===== config.mk =====
export PLATFORM = sky130hd
export DESIGN_NAME = mem_port_arbiter
export DESIGN_NICKNAME = d
export VERILOG_FILES = /design/src/rtl/mem_port_arbiter.sv
export SDC_FILE = /design/constraint.sdc
export NUM_CORES = 1
export LEC_CHECK = 0
export ABC_AREA = 1
export CORE_MARGIN = 2
export CORE_UTILIZATION = 48
export DETAILED_ROUTE_END_ITERATION = 10
export PLACE_DENSITY = 0.95
export SLEW_MARGIN = 20
export SYNTH_ARGS = -nofsm -noshare
export SYNTH_HDL_FRONTEND = slang
export SYNTH_SLANG_ARGS = --single-unit

===== constraint.sdc =====
create_clock -name clk -period 4.1 [get_ports clk]
set_clock_uncertainty 0.05 [all_clocks]
set_input_delay 0.82 -clock clk [delete_from_list [all_inputs] [get_ports clk]]
set_output_delay 0.82 -clock clk [all_outputs]
set_load 0.005 [all_outputs]

===== src/rtl/mem_port_arbiter.sv =====
// Arbitrates one single-port memory between instruction fetch (I) and load/store (D).
// Fixed D > I priority with a starvation guard and an ack timeout. Optional MEM_ARB_PERF_EN adds perf counters.
module mem_port_arbiter #(
  parameter int unsigned AW           = 32,
  parameter int unsigned DW           = 32,
  parameter int unsigned STARVE_LIMIT = 4,
  parameter int unsigned TIMEOUT      = 16
) (
  input  logic          clk,
  input  logic          reset,
  input  logic          i_req,
  input  logic [AW-1:0] i_addr,
  output logic [DW-1:0] i_rdata,
  output logic          i_ready,
  input  logic          d_req,
  input  logic          d_we,
  input  logic [AW-1:0] d_addr,
  input  logic [DW-1:0] d_wdata,
  output logic [DW-1:0] d_rdata,
  output logic          d_ready,
  output logic          bus_err,
  output logic          mem_en,
  output logic          mem_we,
  output logic [AW-1:0] mem_addr,
  output logic [DW-1:0] mem_wdata,
  input  logic [DW-1:0] mem_rdata,
  input  logic          mem_ack
`ifdef MEM_ARB_PERF_EN
  ,
  output logic [31:0]   perf_i_cnt,
  output logic [31:0]   perf_d_cnt,
  output logic [31:0]   perf_conflict_cnt
`endif
);

  typedef enum logic [1:0] {IDLE, BUSY, RESP} state_t;

  localparam logic [3:0] STARVE_MAX = 4'(STARVE_LIMIT);
  localparam logic [7:0] TMO_LAST   = 8'(TIMEOUT - 1);

  state_t        state_q, state_d;
  logic          own_d_q, own_d_d;
  logic [3:0]    starve_q, starve_d;
  logic [7:0]    tmo_q, tmo_d;
  logic          en_q, en_d;
  logic          we_q, we_d;
  logic [AW-1:0] addr_q, addr_d;
  logic [DW-1:0] wdata_q, wdata_d;
  logic          err_q, err_d;
  logic [DW-1:0] i_rdata_q, i_rdata_d;
  logic [DW-1:0] d_rdata_q, d_rdata_d;
  logic          grant_i;

  always_comb begin
    state_d   = state_q;
    own_d_d   = own_d_q;
    starve_d  = starve_q;
    tmo_d     = tmo_q;
    en_d      = 1'b0;
    we_d      = we_q;
    addr_d    = addr_q;
    wdata_d   = wdata_q;
    err_d     = err_q;
    i_rdata_d = i_rdata_q;
    d_rdata_d = d_rdata_q;
    grant_i   = 1'b0;
    case (state_q)
      IDLE: begin
        if (i_req || d_req) begin
          grant_i = i_req && (!d_req || starve_q == STARVE_MAX);
          own_d_d = !grant_i;
          en_d    = 1'b1;
          tmo_d   = '0;
          err_d   = 1'b0;
          state_d = BUSY;
          if (grant_i) begin
            starve_d = '0;
            addr_d   = i_addr;
            we_d     = 1'b0;
            wdata_d  = '0;
          end else begin
            // I only accrues starvation when it actually lost to D
            if (i_req && starve_q != STARVE_MAX) starve_d = starve_q + 4'd1;
            addr_d  = d_addr;
            we_d    = d_we;
            wdata_d = d_wdata;
          end
        end
      end
      BUSY: begin
        if (mem_ack) begin
          state_d = RESP;
          if (own_d_q) d_rdata_d = we_q ? '0 : mem_rdata;
          else         i_rdata_d = mem_rdata;
        end else if (tmo_q == TMO_LAST) begin
          state_d = RESP;
          err_d   = 1'b1;
          if (own_d_q) d_rdata_d = '0;
          else         i_rdata_d = '0;
        end else begin
          tmo_d = tmo_q + 8'd1;
        end
      end
      RESP: begin
        state_d = IDLE;
        tmo_d   = '0;
      end
      default: state_d = IDLE;
    endcase
  end

  always_ff @(posedge clk or negedge reset) begin
    if (!reset) begin
      state_q   <= IDLE;
      own_d_q   <= 1'b0;
      starve_q  <= '0;
      tmo_q     <= '0;
      en_q      <= 1'b0;
      we_q      <= 1'b0;
      addr_q    <= '0;
      wdata_q   <= '0;
      err_q     <= 1'b0;
      i_rdata_q <= '0;
      d_rdata_q <= '0;
    end else begin
      state_q   <= state_d;
      own_d_q   <= own_d_d;
      starve_q  <= starve_d;
      tmo_q     <= tmo_d;
      en_q      <= en_d;
      we_q      <= we_d;
      addr_q    <= addr_d;
      wdata_q   <= wdata_d;
      err_q     <= err_d;
      i_rdata_q <= i_rdata_d;
      d_rdata_q <= d_rdata_d;
    end
  end

  assign i_ready   = (state_q == RESP) && !own_d_q;
  assign d_ready   = (state_q == RESP) && own_d_q;
  assign bus_err   = (state_q == RESP) && err_q;
  assign i_rdata   = i_rdata_q;
  assign d_rdata   = d_rdata_q;
  assign mem_en    = en_q;
  assign mem_we    = we_q;
  assign mem_addr  = addr_q;
  assign mem_wdata = wdata_q;

`ifdef MEM_ARB_PERF_EN
  logic [31:0] perf_i_q, perf_i_d;
  logic [31:0] perf_d_q, perf_d_d;
  logic [31:0] perf_c_q, perf_c_d;

  always_comb begin
    perf_i_d = perf_i_q;
    perf_d_d = perf_d_q;
    perf_c_d = perf_c_q;
    if (i_ready) perf_i_d = perf_i_q + 32'd1;
    if (d_ready) perf_d_d = perf_d_q + 32'd1;
    if (state_q == IDLE && i_req && d_req) perf_c_d = perf_c_q + 32'd1;
  end

  always_ff @(posedge clk or negedge reset) begin
    if (!reset) begin
      perf_i_q <= '0;
      perf_d_q <= '0;
      perf_c_q <= '0;
    end else begin
      perf_i_q <= perf_i_d;
      perf_d_q <= perf_d_d;
      perf_c_q <= perf_c_d;
    end
  end

  assign perf_i_cnt        = perf_i_q;
  assign perf_d_cnt        = perf_d_q;
  assign perf_conflict_cnt = perf_c_q;
`endif

endmodule


# [Yosys cells after proc, flatten, opt, wreduce, memory -nomap -nowiden]
# Index checks and enable logic that the tools add are counted.
[word_totals] reg_bits=146 output_inout_bits=133 inputBits=134 elab_cells=74
[op_classes] n_mux=28 n_bitwise=1 eq_ne=10 reduce_logical=22 add_sub_neg=2
[op_table] op="32-bit two-way mux" count=11
[op_table] op="8-bit two-way mux" count=3
[op_table] op="8-bit one-hot mux with 3 select lines" count=1
[op_table] op="3-bit AND reduction" count=3
[op_table] op="8-bit by 1-bit adder with 8-bit output, second input constant" count=1
[op_table] op="8-bit by 4-bit equality test with 1-bit output, second input constant" count=1
[op_table] op="4-bit two-way mux" count=2
[op_table] op="2-bit inequality test, second input constant" count=4
[op_table] op="4-bit AND reduction" count=2
[op_table] op="1-bit two-way mux" count=6
[op_table] op="2-bit two-way mux" count=3
[op_table] op="2-bit nonzero test" count=3
[op_table] op="1-bit logical AND" count=5
[op_table] op="4-bit by 1-bit adder with 4-bit output, second input constant" count=1
[op_table] op="4-bit by 3-bit equality test with 1-bit output, second input constant" count=1
[op_table] op="4-bit by 3-bit inequality test with 1-bit output, second input constant" count=1
[op_table] op="2-bit one-hot mux with 2 select lines" count=1
[op_table] op="2-bit AND reduction" count=2
[op_table] op="1-bit zero test" count=3
[op_table] op="3-bit inequality test, second input constant" count=1
[op_table] op="3-bit nonzero test" count=1
[op_table] op="2-bit by 1-bit equality test with 1-bit output, second input constant" count=1
[op_table] op="2-bit equality test, second input constant" count=1
[op_table] op="2-bit zero test" count=1
[op_table] op="3 further kinds" count=4

# [Depth between registers and ports, before layout]
[depth] word_depth=5 ltp_mapped=10 depth_no_buf=9

# [Least setup slack after synthesis]
# No wires, ideal clock.
[synth_timing] path_kind="register to output" start="register own_d_q" end="output d_ready" stages_incl_launch_ff=5 path_buffers=2 t_arrival_ns=0.994 required_time_ns=3.230 path_slack_ns=2.236 path_cell_list="dfrtp_1 buf_2 clkinv_1 clkbuf_1 nor2_1"
[synth_between] elab_chain_cells=1
[synth_rtl] item="start, declared" line_no="42" rtl="logic own_d_q, own_d_d;"
[synth_rtl] item="start signal, assigned" line_no="127" rtl="own_d_q <= own_d_d;"
[synth_rtl] item="1-bit logical AND" line_no="141" rtl="assign d_ready = (state_q == RESP) && own_d_q;"
[synth_rtl] item="end, declared" line_no="20" rtl="output logic d_ready,"
# No other way between the ends.

# [Final worst setup path]
# Ends and elaborated chain as after synthesis.

==> flow_metrics.env <==
export IMPL_synth_edf_count=0
export IMPL_die_w_microns=124
export IMPL_drc=0
export IMPL_io_buffers=266
export IMPL_antenna_found_initial=0
export IMPL_num_rows=43
export IMPL_post_drt_wl_per_cell_microns=16.3
export IMPL_grt_max_degree=103
export IMPL_setup_viol=0
export IMPL_synth_ff_type="dfrtp_1"
export IMPL_syn_avg_cell_area_sq_um=7.75
export IMPL_area_delta_synth_final_pct=46.7
export IMPL_synthCells=897
export IMPL_rsz0062_at_grt="false"
export IMPL_synthTopCellsByArea="dfrtp_1 53%, nand2_1 20%, nand4_1 5.9%"
export IMPL_crit_family="flip-flops"
export IMPL_synth_top_cell_area_share=0.526
export IMPL_cts_root_buf="clkbuf_16"
export IMPL_crit_path_top_delay_cell="dfrtp_1"
export IMPL_numCtsBuffers=17
export IMPL_start_kind="flop"
export IMPL_rrSetupSlack_ns=1.71
export IMPL_antenna_cells=0
export IMPL_grt_use_total=0.278
export IMPL_synth_area_sq_um=6950
export IMPL_min_period_ns=3.08
export IMPL_antenna_left=0
export IMPL_slowest_delay_ns=0.84
export IMPL_hold_viol_final=0
export IMPL_io_pins=267
export IMPL_path_class="flop to primary output"
export IMPL_reg2regPathDepth=5
export IMPL_drt_initial_drc_count=659
export IMPL_vias=7063
export IMPL_cts_sinks=146
export IMPL_post_cts_resize_count=0
export IMPL_drive_gt1_frac=0.0464
export IMPL_cap_violations=0
export IMPL_power_density_nw_per_um2=691
export IMPL_crit_arrival_ns=2.21
export IMPL_cts_clk_slew_worst_paths_ns=0.06
export IMPL_period_share=0.752
export IMPL_dp_hpwl_microns=14600
export IMPL_design_area_sq_um=10200
export IMPL_yosys_cell_count_top_type="nand2_1"
export IMPL_fp_coreArea_sq_um=14000
export IMPL_maxSlewHeadroom=0.328
export IMPL_hp_class="primary input to asynchronous set/reset pin"
export IMPL_grt_pass1_vias=6860
export IMPL_cts_tree="built"
export IMPL_end_kind="primary output"
export IMPL_tightest_slew_ns=1.01
export IMPL_ir_drop_v=0.000324
export IMPL_crit_required_ns=3.23
export IMPL_syn_nets=1034
export IMPL_r2r_start="own_d_q"
export IMPL_ys_ff_latch=146
export IMPL_fmax_mhz=324
export IMPL_path_buf_inv=2
export IMPL_gr_total_overflow=0
export IMPL_reg2reg_to="i_rdata[31]"
export IMPL_yosys_top_cells_count="361 x nand2_1, 146 x dfrtp_1, 81 x nor2_1"
export IMPL_fin_nets=1267
export IMPL_clock_path_buffers=2
export IMPL_vias_per_cell=5.34
export IMPL_grt_first_pass_wirelength_microns=34800
export IMPL_post_cts_buffers=0
export IMPL_gp_congestion=0.859
export IMPL_synth_seq_area_share=0.526
export IMPL_wl_microns=21500
export IMPL_die_h_microns=124
export IMPL_place_area_sq_um=9630
export IMPL_path_cells="clkinv_1, nor2_1, clkdlybuf4s50_1"
export IMPL_yosys_area_top_type="dfrtp_1"
export IMPL_path_max_fanout=22
export IMPL_start_util=0.497
export IMPL_outcome="complete, no violations"
export IMPL_totalNegativeSetupSlack_ns=0
export IMPL_synth_distinct_cells=29
export IMPL_postCtsHoldBufs=0
export IMPL_die_area_sq_um=15500
export IMPL_firstDrtPassIters=6
export IMPL_clock_latency_ns=0.42
export IMPL_yosys_warnings=0
export IMPL_maxSlewViolCount=0
export IMPL_cts_htree_levels=4
export IMPL_p_leak_nw=5.23
export IMPL_async_flop_share=1.00
## power breakdown
part           internal [mW]  switching [mW]  total (mW)
Clock                  0.865           0.607        1.47
Combinational           1.55            1.49        3.04
Sequential              2.09           0.432        2.53
## per-layer routing
layer	track usage	vias to the layer above	share of wire
met4	0.121	0	0.035
li1	-	3286	-
met3	0.0726	57	0.092
met1	0.332	3300	0.37
met5	0	-	0
met2	0.475	420	0.51
## worst reg2reg max path, delay by kind of cell (launching register included)
kind | cells | cell delay (ns)
and+or+nand+nor | 3 | 1.00
DFF | 1 | 0.66
buffers and inverters | 2 | 0.57
## cell type report
cell class | count | area [sq um]
clock buffer | 19 | 453
clock inverter | 12 | 110
fill | 983 | 3800
inverter | 77 | 289
multi-input combinational | 613 | 2700
sequential | 146 | 3650
tap | 180 | 225
timing repair buffer | 275 | 2760
## registers in the layout, indices dropped and copies added, names as in the netlist
signal	count
d_rdata	32
i_rdata	32
mem_addr	32
mem_wdata	32
tmo_q	8
starve_q	4
state_q	2
err_q	1
mem_en	1
mem_we	1
own_d_q	1
## cell usage in the layout, fill, tap and decap left out, types with 3 or more instances in the layout
cell type        instances
o21ai_0                 27
nand2_1                360
nor2_1                  81
clkdlybuf4s50_1        265
nand3_1                 47
dfrtp_1                146
clkinv_2                 4
o21ai_1                 10
clkbuf_16               17
ha_1                     3
buf_4                    7
nand4_1                 66
clkinv_4                 5
inv_1                   74
## through the flow
stage	power (mW)	cells	hold WS [ns]	setup slack, ns	utilization
floorplan	3.74	897	0.415	2.24	-
global placement	5.42	1291	0.402	1.43	0.688
detailed placement	5.55	1291	0.408	1.31	0.688
CTS	7.07	1322	0.423	1.02	0.729
global route	7.46	1322	0.437	0.890	0.729
finish	7.04	1322	0.411	1.02	0.729
## cell families (layout without fill, tap and decap cells)
group / count (synthesis) / in the layout / synth area share
AOI/OAI and AO/OA: 42 / 42 / 0.0315
adders and majority gates: 3 / 3 / 0.00540
buffers and inverters: 138 / 383 / 0.0872
xor gates and xnor gates: 3 / 3 / 0.00378
DFF: 146 / 146 / 0.526
and+or+nand+nor: 565 / 565 / 0.346
## worst max path at each step
stage,start,end,cells past startpoint
2_1_floorplan,own_d_q,d_ready,4
3_3_place_gp,d_req,mem_addr[7],6
3_5_place_dp,d_req,mem_addr[0],6
4_1_cts,own_d_q,d_ready,3
5_1_grt,own_d_q,d_ready,3
6_report,own_d_q,d_ready,3
Power figures use the tool's default switching activity.
